`config.mk`:
```
export PLATFORM = sky130hd
export DESIGN_NAME = rtc_bus_sched
export DESIGN_NICKNAME = d
export VERILOG_FILES = /design/src/rtl/rtc_bus_pkg.sv /design/src/rtl/rtc_phase_timer.sv /design/src/rtl/rtc_bus_sched.sv
export SDC_FILE = /design/constraint.sdc
export NUM_CORES = 1
export LEC_CHECK = 0
export CORE_MARGIN = 8
export CORE_UTILIZATION = 50
export CTS_BUF_LIST = sky130_fd_sc_hd__clkbuf_16
export DETAILED_ROUTE_END_ITERATION = 16
export PLACE_DENSITY = 0.92
export SLEW_MARGIN = 20
export SYNTH_ARGS = -nofsm -noshare
export SYNTH_HDL_FRONTEND = slang
export SYNTH_HIERARCHICAL = 1
export SYNTH_SLANG_ARGS = --single-unit
```
`constraint.sdc`:
```
create_clock -name clk -period 3.6 [get_ports clk]
set_input_delay 0.9 -clock clk [delete_from_list [all_inputs] [get_ports clk]]
set_output_delay 0.9 -clock clk [all_outputs]
set_load 0.005 [all_outputs]
```
`src/rtl/rtc_bus_pkg.sv`:
```
// rtc_bus_pkg -- shared definitions for the RTC multiplexed-bus logic.
// Holds the bus-cycle state encodings, the default phase length and the
// strobe decode used by rtc_bus_sched. The same encodings are reused by the
// RTC controller, so the values must stay stable.
package rtc_bus_pkg;

   // Bus-cycle states (legacy-compatible 3-bit encoding)
   localparam logic [2:0] ST_IDLE    = 3'd0;
   localparam logic [2:0] ST_A_SETUP = 3'd1;
   localparam logic [2:0] ST_A_STB   = 3'd2;
   localparam logic [2:0] ST_A_HOLD  = 3'd3;
   localparam logic [2:0] ST_D_SETUP = 3'd4;
   localparam logic [2:0] ST_D_STB   = 3'd5;
   localparam logic [2:0] ST_D_HOLD  = 3'd6;
   localparam logic [2:0] ST_DONE    = 3'd7;

   // Default number of clock cycles spent in each bus phase
   localparam int DEF_PHASE_CYC = 4;

   // Active-low strobes plus the AD drive enable, as one bundle
   typedef struct packed {
      logic cs_n;
      logic ad_n;
      logic wr_n;
      logic rd_n;
      logic ad_oe;
   } strobe_t;

   // Strobe levels for a given state; wr_n doubles as the address latch
   // strobe in A_STB, so it pulses there for reads as well as writes.
   function automatic strobe_t strobe_decode(input logic [2:0] st, input logic is_wr);
      strobe_t s;
      s = '{cs_n: 1'b1, ad_n: 1'b1, wr_n: 1'b1, rd_n: 1'b1, ad_oe: 1'b0};
      case (st)
         ST_A_SETUP, ST_A_HOLD: begin
            s.cs_n  = 1'b0;
            s.ad_n  = 1'b0;
            s.ad_oe = 1'b1;
         end
         ST_A_STB: begin
            s.cs_n  = 1'b0;
            s.ad_n  = 1'b0;
            s.ad_oe = 1'b1;
            s.wr_n  = 1'b0;
         end
         ST_D_SETUP, ST_D_HOLD: begin
            s.cs_n  = 1'b0;
            s.ad_oe = is_wr;
         end
         ST_D_STB: begin
            s.cs_n  = 1'b0;
            s.ad_oe = is_wr;
            s.wr_n  = ~is_wr;
            s.rd_n  = is_wr;
         end
         default: begin
            s = '{cs_n: 1'b1, ad_n: 1'b1, wr_n: 1'b1, rd_n: 1'b1, ad_oe: 1'b0};
         end
      endcase
      return s;
   endfunction

endpackage

```
`src/rtl/rtc_phase_timer.sv`:
```
// rtc_phase_timer -- down-counter that measures one bus phase.
// Ports:
//   clk   in   system clock
//   reset in   asynchronous active-high reset (counter cleared to 0)
//   load  in   reload the counter for a new phase (asserted on state change)
//   len   in   phase length in cycles, 1..15
//   last  out  high during the final cycle of the current phase
module rtc_phase_timer (
   input  logic       clk,
   input  logic       reset,
   input  logic       load,
   input  logic [3:0] len,
   output logic       last
);

   logic [3:0] cnt_r;

   // Reload to len-1 so the phase spans exactly len cycles; hold at zero
   always_ff @(posedge clk or posedge reset) begin
      if (reset) begin
         cnt_r <= 4'd0;
      end else if (load) begin
         cnt_r <= len - 4'd1;
      end else if (cnt_r != 4'd0) begin
         cnt_r <= cnt_r - 4'd1;
      end else begin
         cnt_r <= cnt_r;
      end
   end

   assign last = (cnt_r == 4'd0);

endmodule

```
`src/rtl/rtc_bus_sched.sv`:
```
// rtc_bus_sched -- arbitrates write/read requests onto the multiplexed RTC
// AD bus and sequences the address and data phases.
// Ports:
//   clk, reset          clock and asynchronous active-high reset
//   req_wr, req_rd      level requests; addr / wr_data latched at grant
//   ad_in               value sampled from the AD bus (read data)
//   gnt_wr, gnt_rd      one-cycle grant pulses
//   busy, done          transaction in progress / one-cycle completion pulse
//   rd_data             last captured read value
//   ad_out, ad_oe       AD bus drive value and enable (ad_oe=0 releases bus)
//   cs_n, rd_n, wr_n, ad_n  active-low RTC strobes (ad_n low = address phase)
// A grant cycle (state still IDLE) precedes A_SETUP, so the sequence is
// grant, six phases of PHASE_CYC cycles, then one DONE cycle.
module rtc_bus_sched
   import rtc_bus_pkg::*;
#(
   parameter int PHASE_CYC = DEF_PHASE_CYC,
   parameter bit WR_FIRST  = 1'b1
) (
   input  logic       clk,
   input  logic       reset,
   input  logic       req_wr,
   input  logic       req_rd,
   input  logic [7:0] addr,
   input  logic [7:0] wr_data,
   input  logic [7:0] ad_in,
   output logic       gnt_wr,
   output logic       gnt_rd,
   output logic       busy,
   output logic       done,
   output logic [7:0] rd_data,
   output logic [7:0] ad_out,
   output logic       ad_oe,
   output logic       cs_n,
   output logic       rd_n,
   output logic       wr_n,
   output logic       ad_n
);

   localparam logic [3:0] PHASE_LEN = 4'(PHASE_CYC);

   logic [2:0] state_r, state_nxt_s;
   logic       last_s, load_s;
   logic       grant_s, grant_wr_s;
   logic       typ_wr_r, rr_wr_next_r;
   logic [7:0] addr_r, wdat_r, rd_data_r, ad_out_r, ad_out_nxt_s;
   logic       gnt_wr_r, gnt_rd_r, busy_r, done_r;
   strobe_t    stb_r, stb_nxt_s;

   rtc_phase_timer u_timer (
      .clk   (clk),
      .reset (reset),
      .load  (load_s),
      .len   (PHASE_LEN),
      .last  (last_s)
   );

   // Next-state and arbitration; a pending grant blocks re-arbitration
   always_comb begin
      state_nxt_s = state_r;
      grant_s     = 1'b0;
      grant_wr_s  = 1'b0;
      case (state_r)
         ST_IDLE: begin
            if (gnt_wr_r || gnt_rd_r) begin
               state_nxt_s = ST_A_SETUP;
            end else if (req_wr || req_rd) begin
               grant_s    = 1'b1;
               grant_wr_s = (req_wr && req_rd) ? rr_wr_next_r : req_wr;
            end else begin
               state_nxt_s = ST_IDLE;
            end
         end
         ST_A_SETUP: state_nxt_s = last_s ? ST_A_STB   : ST_A_SETUP;
         ST_A_STB:   state_nxt_s = last_s ? ST_A_HOLD  : ST_A_STB;
         ST_A_HOLD:  state_nxt_s = last_s ? ST_D_SETUP : ST_A_HOLD;
         ST_D_SETUP: state_nxt_s = last_s ? ST_D_STB   : ST_D_SETUP;
         ST_D_STB:   state_nxt_s = last_s ? ST_D_HOLD  : ST_D_STB;
         ST_D_HOLD:  state_nxt_s = last_s ? ST_DONE    : ST_D_HOLD;
         ST_DONE:    state_nxt_s = ST_IDLE;
         default:    state_nxt_s = ST_IDLE;
      endcase
   end

   assign load_s = (state_nxt_s != state_r);

   // Output decode from the next state so registered outputs track the state
   always_comb begin
      stb_nxt_s = strobe_decode(state_nxt_s, typ_wr_r);
      case (state_nxt_s)
         ST_A_SETUP, ST_A_STB, ST_A_HOLD: ad_out_nxt_s = addr_r;
         ST_D_SETUP, ST_D_STB, ST_D_HOLD: ad_out_nxt_s = typ_wr_r ? wdat_r : 8'h00;
         default:                         ad_out_nxt_s = 8'h00;
      endcase
   end

   // State, request latches, round-robin pointer and registered outputs
   always_ff @(posedge clk or posedge reset) begin
      if (reset) begin
         state_r      <= ST_IDLE;
         typ_wr_r     <= 1'b0;
         rr_wr_next_r <= WR_FIRST;
         addr_r       <= 8'h00;
         wdat_r       <= 8'h00;
         gnt_wr_r     <= 1'b0;
         gnt_rd_r     <= 1'b0;
         busy_r       <= 1'b0;
         done_r       <= 1'b0;
         ad_out_r     <= 8'h00;
         stb_r        <= '{cs_n: 1'b1, ad_n: 1'b1, wr_n: 1'b1, rd_n: 1'b1, ad_oe: 1'b0};
      end else begin
         state_r  <= state_nxt_s;
         gnt_wr_r <= grant_s & grant_wr_s;
         gnt_rd_r <= grant_s & ~grant_wr_s;
         busy_r   <= (state_nxt_s != ST_IDLE);
         done_r   <= (state_nxt_s == ST_DONE);
         ad_out_r <= ad_out_nxt_s;
         stb_r    <= stb_nxt_s;
         if (grant_s) begin
            typ_wr_r     <= grant_wr_s;
            rr_wr_next_r <= ~grant_wr_s;
            addr_r       <= addr;
            wdat_r       <= wr_data;
         end else begin
            typ_wr_r     <= typ_wr_r;
            rr_wr_next_r <= rr_wr_next_r;
            addr_r       <= addr_r;
            wdat_r       <= wdat_r;
         end
      end
   end

   // Read capture at the closing edge of the final D_STB cycle
   always_ff @(posedge clk or posedge reset) begin
      if (reset) begin
         rd_data_r <= 8'h00;
      end else if ((state_r == ST_D_STB) && last_s && !typ_wr_r) begin
         rd_data_r <= ad_in;
      end else begin
         rd_data_r <= rd_data_r;
      end
   end

   assign gnt_wr  = gnt_wr_r;
   assign gnt_rd  = gnt_rd_r;
   assign busy    = busy_r;
   assign done    = done_r;
   assign rd_data = rd_data_r;
   assign ad_out  = ad_out_r;
   assign ad_oe   = stb_r.ad_oe;
   assign cs_n    = stb_r.cs_n;
   assign rd_n    = stb_r.rd_n;
   assign wr_n    = stb_r.wr_n;
   assign ad_n    = stb_r.ad_n;

endmodule

```
==> implementation parameters <==
Parameter                              Value

Status
  Outcome ... finished clean

Worst setup path
  Top fanout value on the critical path ... 16
  Slowest Stage Delay on Critical Path ... 0.65 ns
  Element type at the critical path end ... flop
  Largest delay contributor family on the critical path ... compound AO/OA/AOI/OAI gates
  Launching element type of the critical path ... flop
  Buffers & Inverters on Critical Path ... 1
  Critical Path, Cell by Cell ... or3_1 -> o211ai_1 -> mux2i_1 -> ha_1 -> inv_1 -> a21oi_1 -> a22oi_1
  Worst Path Arrival ... 2.87 ns
  Required time of the critical path ... 3.73 ns
  Setup CP Type ... flop to flop
  Slowest cell on crit path ... o211ai_1

GRT
  Largest net degree at the start of global routing ... 25
  Vias in the first global route ... 1,542
  Residual overflow from global routing ... 0
  Global Route Usage Sum ... 15.0%
  First-pass GRT wire length ... 7470 um
  Initial antenna violation count ... 0

Synthesis
  Most area-consuming cells after synthesis ... dfrtp_1 53%, mux2_2 7.5%, dfstp_2 6.2%, mux2_1 5.3%, a22o_1 3.3%
  Number of distinct library cells after synthesis ... 41
  Top cell type's share of synthesized area ... 53.4%
  Mapped Cells ... 161
  Synth area leader ... dfrtp_1
  Fraction of the mapped netlist area in adder cells ... 0.593%
  Post-synth design cell area ... 2110 um^2
  Share of synthesized area spent on multiplexers ... 13.8%
  Fraction of the mapped netlist area in simple logic gates ... 9.49%
  Number of register bits inferred by synthesis ... 50
  Post-Synth XOR/XNOR Area ... 1.25%
  Number of warnings reported in the yosys synthesis log ... 6
  Main combinational cell family by area after synthesis ... multiplexers
  Portion of the post-synthesis area used by sequential elements ... 59.6%
  Compound-cell area share of the yosys netlist ... 10.7%
  Mapped Avg Cell Area ... 13.1 um^2

Timing
  Final sum of negative setup slack ... 0 ns
  Final count of negative-setup-slack endpoints ... 0
  Crit path time final ... 2.74 ns
  Achievable clock frequency ... 365 MHz
  Worst setup skew after layout ... 0.00612 ns
  Setup repair after global routing missed its margin ... false
  Worst rel slew slack ... 44.7%
  Final Slew Violations ... 0
  Actual transition at the worst max-transition pin ... 0.824 ns
  Period utilisation layout ... 76.2%
  Hold Fails Final Rpt ... 0

Clock tree
  TritonCTS clock tree ... yes
  Num CTS Buffers ... 5
  Later-pin clock latency in the skew report ... 0.29 ns
  Count of cells resized by post-cts repair ... 0
  Post-CTS setup-driven buffer insertion count ... 0
  CTS H-tree lvls ... 2
  Root Buffer Master ... clkbuf_16
  CTS Sinks ... 50
  Hold-fix buffers, CTS ... 0
  Max clock buf depth ... 2
  Post-CTS clock slew at the launch and capture registers of the worst setup and hold paths ... 0.06 ns

Floorplan
  Floorplan Core Area ... 4030 um^2
  Overall die area ... 6550 um^2
  I/O pin cnt ... 53
  Number of placement rows ... 23
  Die Y ... 81.0 um
  Width of the die ... 81.0 um
  Starting density of the core ... 52.4%

Final layout
  Diodes inserted ... 0
  Post-layout instance area ... 2810 um^2
  Share of final-layout standard cells stronger than drive strength 1 ... 15.0%
  Area grow syn2layout ... 33.2%
  Final net count ... 248

Routing
  Overall via count from detail_route ... 1,455
  1st-pass router iterations ... 4
  Average via count per standard cell ... 5.39
  Final WL ... 4540 um
  DRC violation total after the first TritonRoute iteration ... 98
  Routed wire length per instance ... 16.8 um
  Antenna violation net count after detailed routing ... 0
  Post-route DRC violation count ... 0

Placement
  HPWL Detailed ... 3320 um
  Port bufs ... 52
  Area post-placement ... 2660 um^2
  Final GP Congestion ... 0.789

Run
  Number of max-capacitance violations reported ... 0

Pwr
  PD cells ... 858 nW/um^2
  Leakage power of the design ... 1.17 nW
  Max IR drop VDD ... 461 uV

Min path
  Min-delay worst type ... flop to flop
cell usage after synthesis, drive strengths merged:
cell type and instances:
a22oi 2, o211ai 1, o22ai 1, o311ai 1
dfstp 5, o21ai 6, nand3b 3, nor4 1
and2 1, nor3 4, mux2i 2, or3 2
nand4 1, inv 7, or2 1, o211a 1
o2bb2ai 1, o31ai 1, dfrtp 45, nor2b 2
a22o 8, buf 7, conb 2, ha 1
mux2 24, xnor2 3, nor2 7, a311oi 1
clkbuf 1, nand2 8, nor3b 1, a21oi 3
nand2b 1, o21a 2, a2bb2oi 2, nand3 2
flip-flops by register name (all words and copies together) (netlist names), 3 cells and up:
register and flops:
u_timer/cnt_r 4, wdat_r 8, addr_r 8, state_r 3, rd_data 8, ad_out 8
metal layers:
| metal | GRT usage (%) | routed length, um | vias to the layer above |
|---|---|---|---|
| met4 | 7.68 | 126 | 0 |
| li1 | - | - | 676 |
| met2 | 25.0 | 2330 | 58 |
| met5 | 0 | 0 | - |
| met1 | 17.1 | 1700 | 711 |
| met3 | 4.75 | 385 | 10 |
cell families after synthesis:
| logic type | after synthesis |
|---|---|
| mux | 26 |
| compound gates | 30 |
| xor+xnor | 3 |
| simple gates | 34 |
| other cells | 2 |
| buf+inv | 15 |
| flops | 50 |
| fa+ha+maj | 1 |
path summary, 6_finish.rpt:
path | startpoint | slack [ns] | endpoint | cells after the start
max in group asynchronous | reset | 1.81 | wr_n | 3
setup / recovery | state_r[0] | 0.86 | u_timer/cnt_r[2] | 7
hold / removal | rr_wr_next_r | 0.48 | rr_wr_next_r | 2
hold reg to reg | rr_wr_next_r | 0.48 | rr_wr_next_r | 2
min in group asynchronous | reset | 0.83 | u_timer/cnt_r[2] | 2
setup reg to reg | state_r[0] | 0.86 | u_timer/cnt_r[2] | 7
through the flow:
stage | worst slack [ns] | hold WS, ns | cells | utilization (%) | total power [mW]
final | 0.858 | 0.481 | 270 | 69.7 | 2.41
after detailed placement | 0.872 | 0.474 | 262 | 66.1 | 1.96
after global routing | 0.631 | 0.512 | 270 | 69.7 | 2.57
after global placement | 1.04 | 0.467 | 262 | 66.1 | 1.89
after CTS | 0.855 | 0.483 | 270 | 69.7 | 2.43
after floorplan | 1.27 | 0.455 | 166 | - | 1.61
worst reg2reg max path: stages (launching register included):
cell and delay (ns):
dfrtp_1 0.59, or3_1 0.44, o211ai_1 0.65, mux2i_1 0.35, ha_1 0.25, inv_1 0.05
a21oi_1 0.15, a22oi_1 0.11
area by class of cell:
type / instances / area [um^2]
Fill cell: 290 / 1220
Inverter: 7 / 26.3
Clock buffer: 5 / 125
Multi-Input combinational cell: 101 / 782
Sequential cell: 50 / 1260
Clock inverter: 3 / 20.0
Timing Repair Buffer: 54 / 536
Tap cell: 50 / 62.6
report_power, final:
group | switching, mW | total (mW) | internal [mW]
Clock | 0.198 | 0.455 | 0.257
Combinational | 0.389 | 0.936 | 0.547
Sequential | 0.189 | 1.02 | 0.830
cells in the final DEF (no fill, tap or decap), drive strengths merged, types with 3 or more instances in the layout:
master,count
dfstp,5
nand3b,3
nor3,4
a22o,8
o21ai,6
nand2,8
inv,7
a21oi,3
clkdlybuf4s50,52
clkbuf,5
mux2,24
xnor2,3
dfrtp,45
conb,7
nor2,7
No activity file was read; power rests on OpenSTA's default activity.
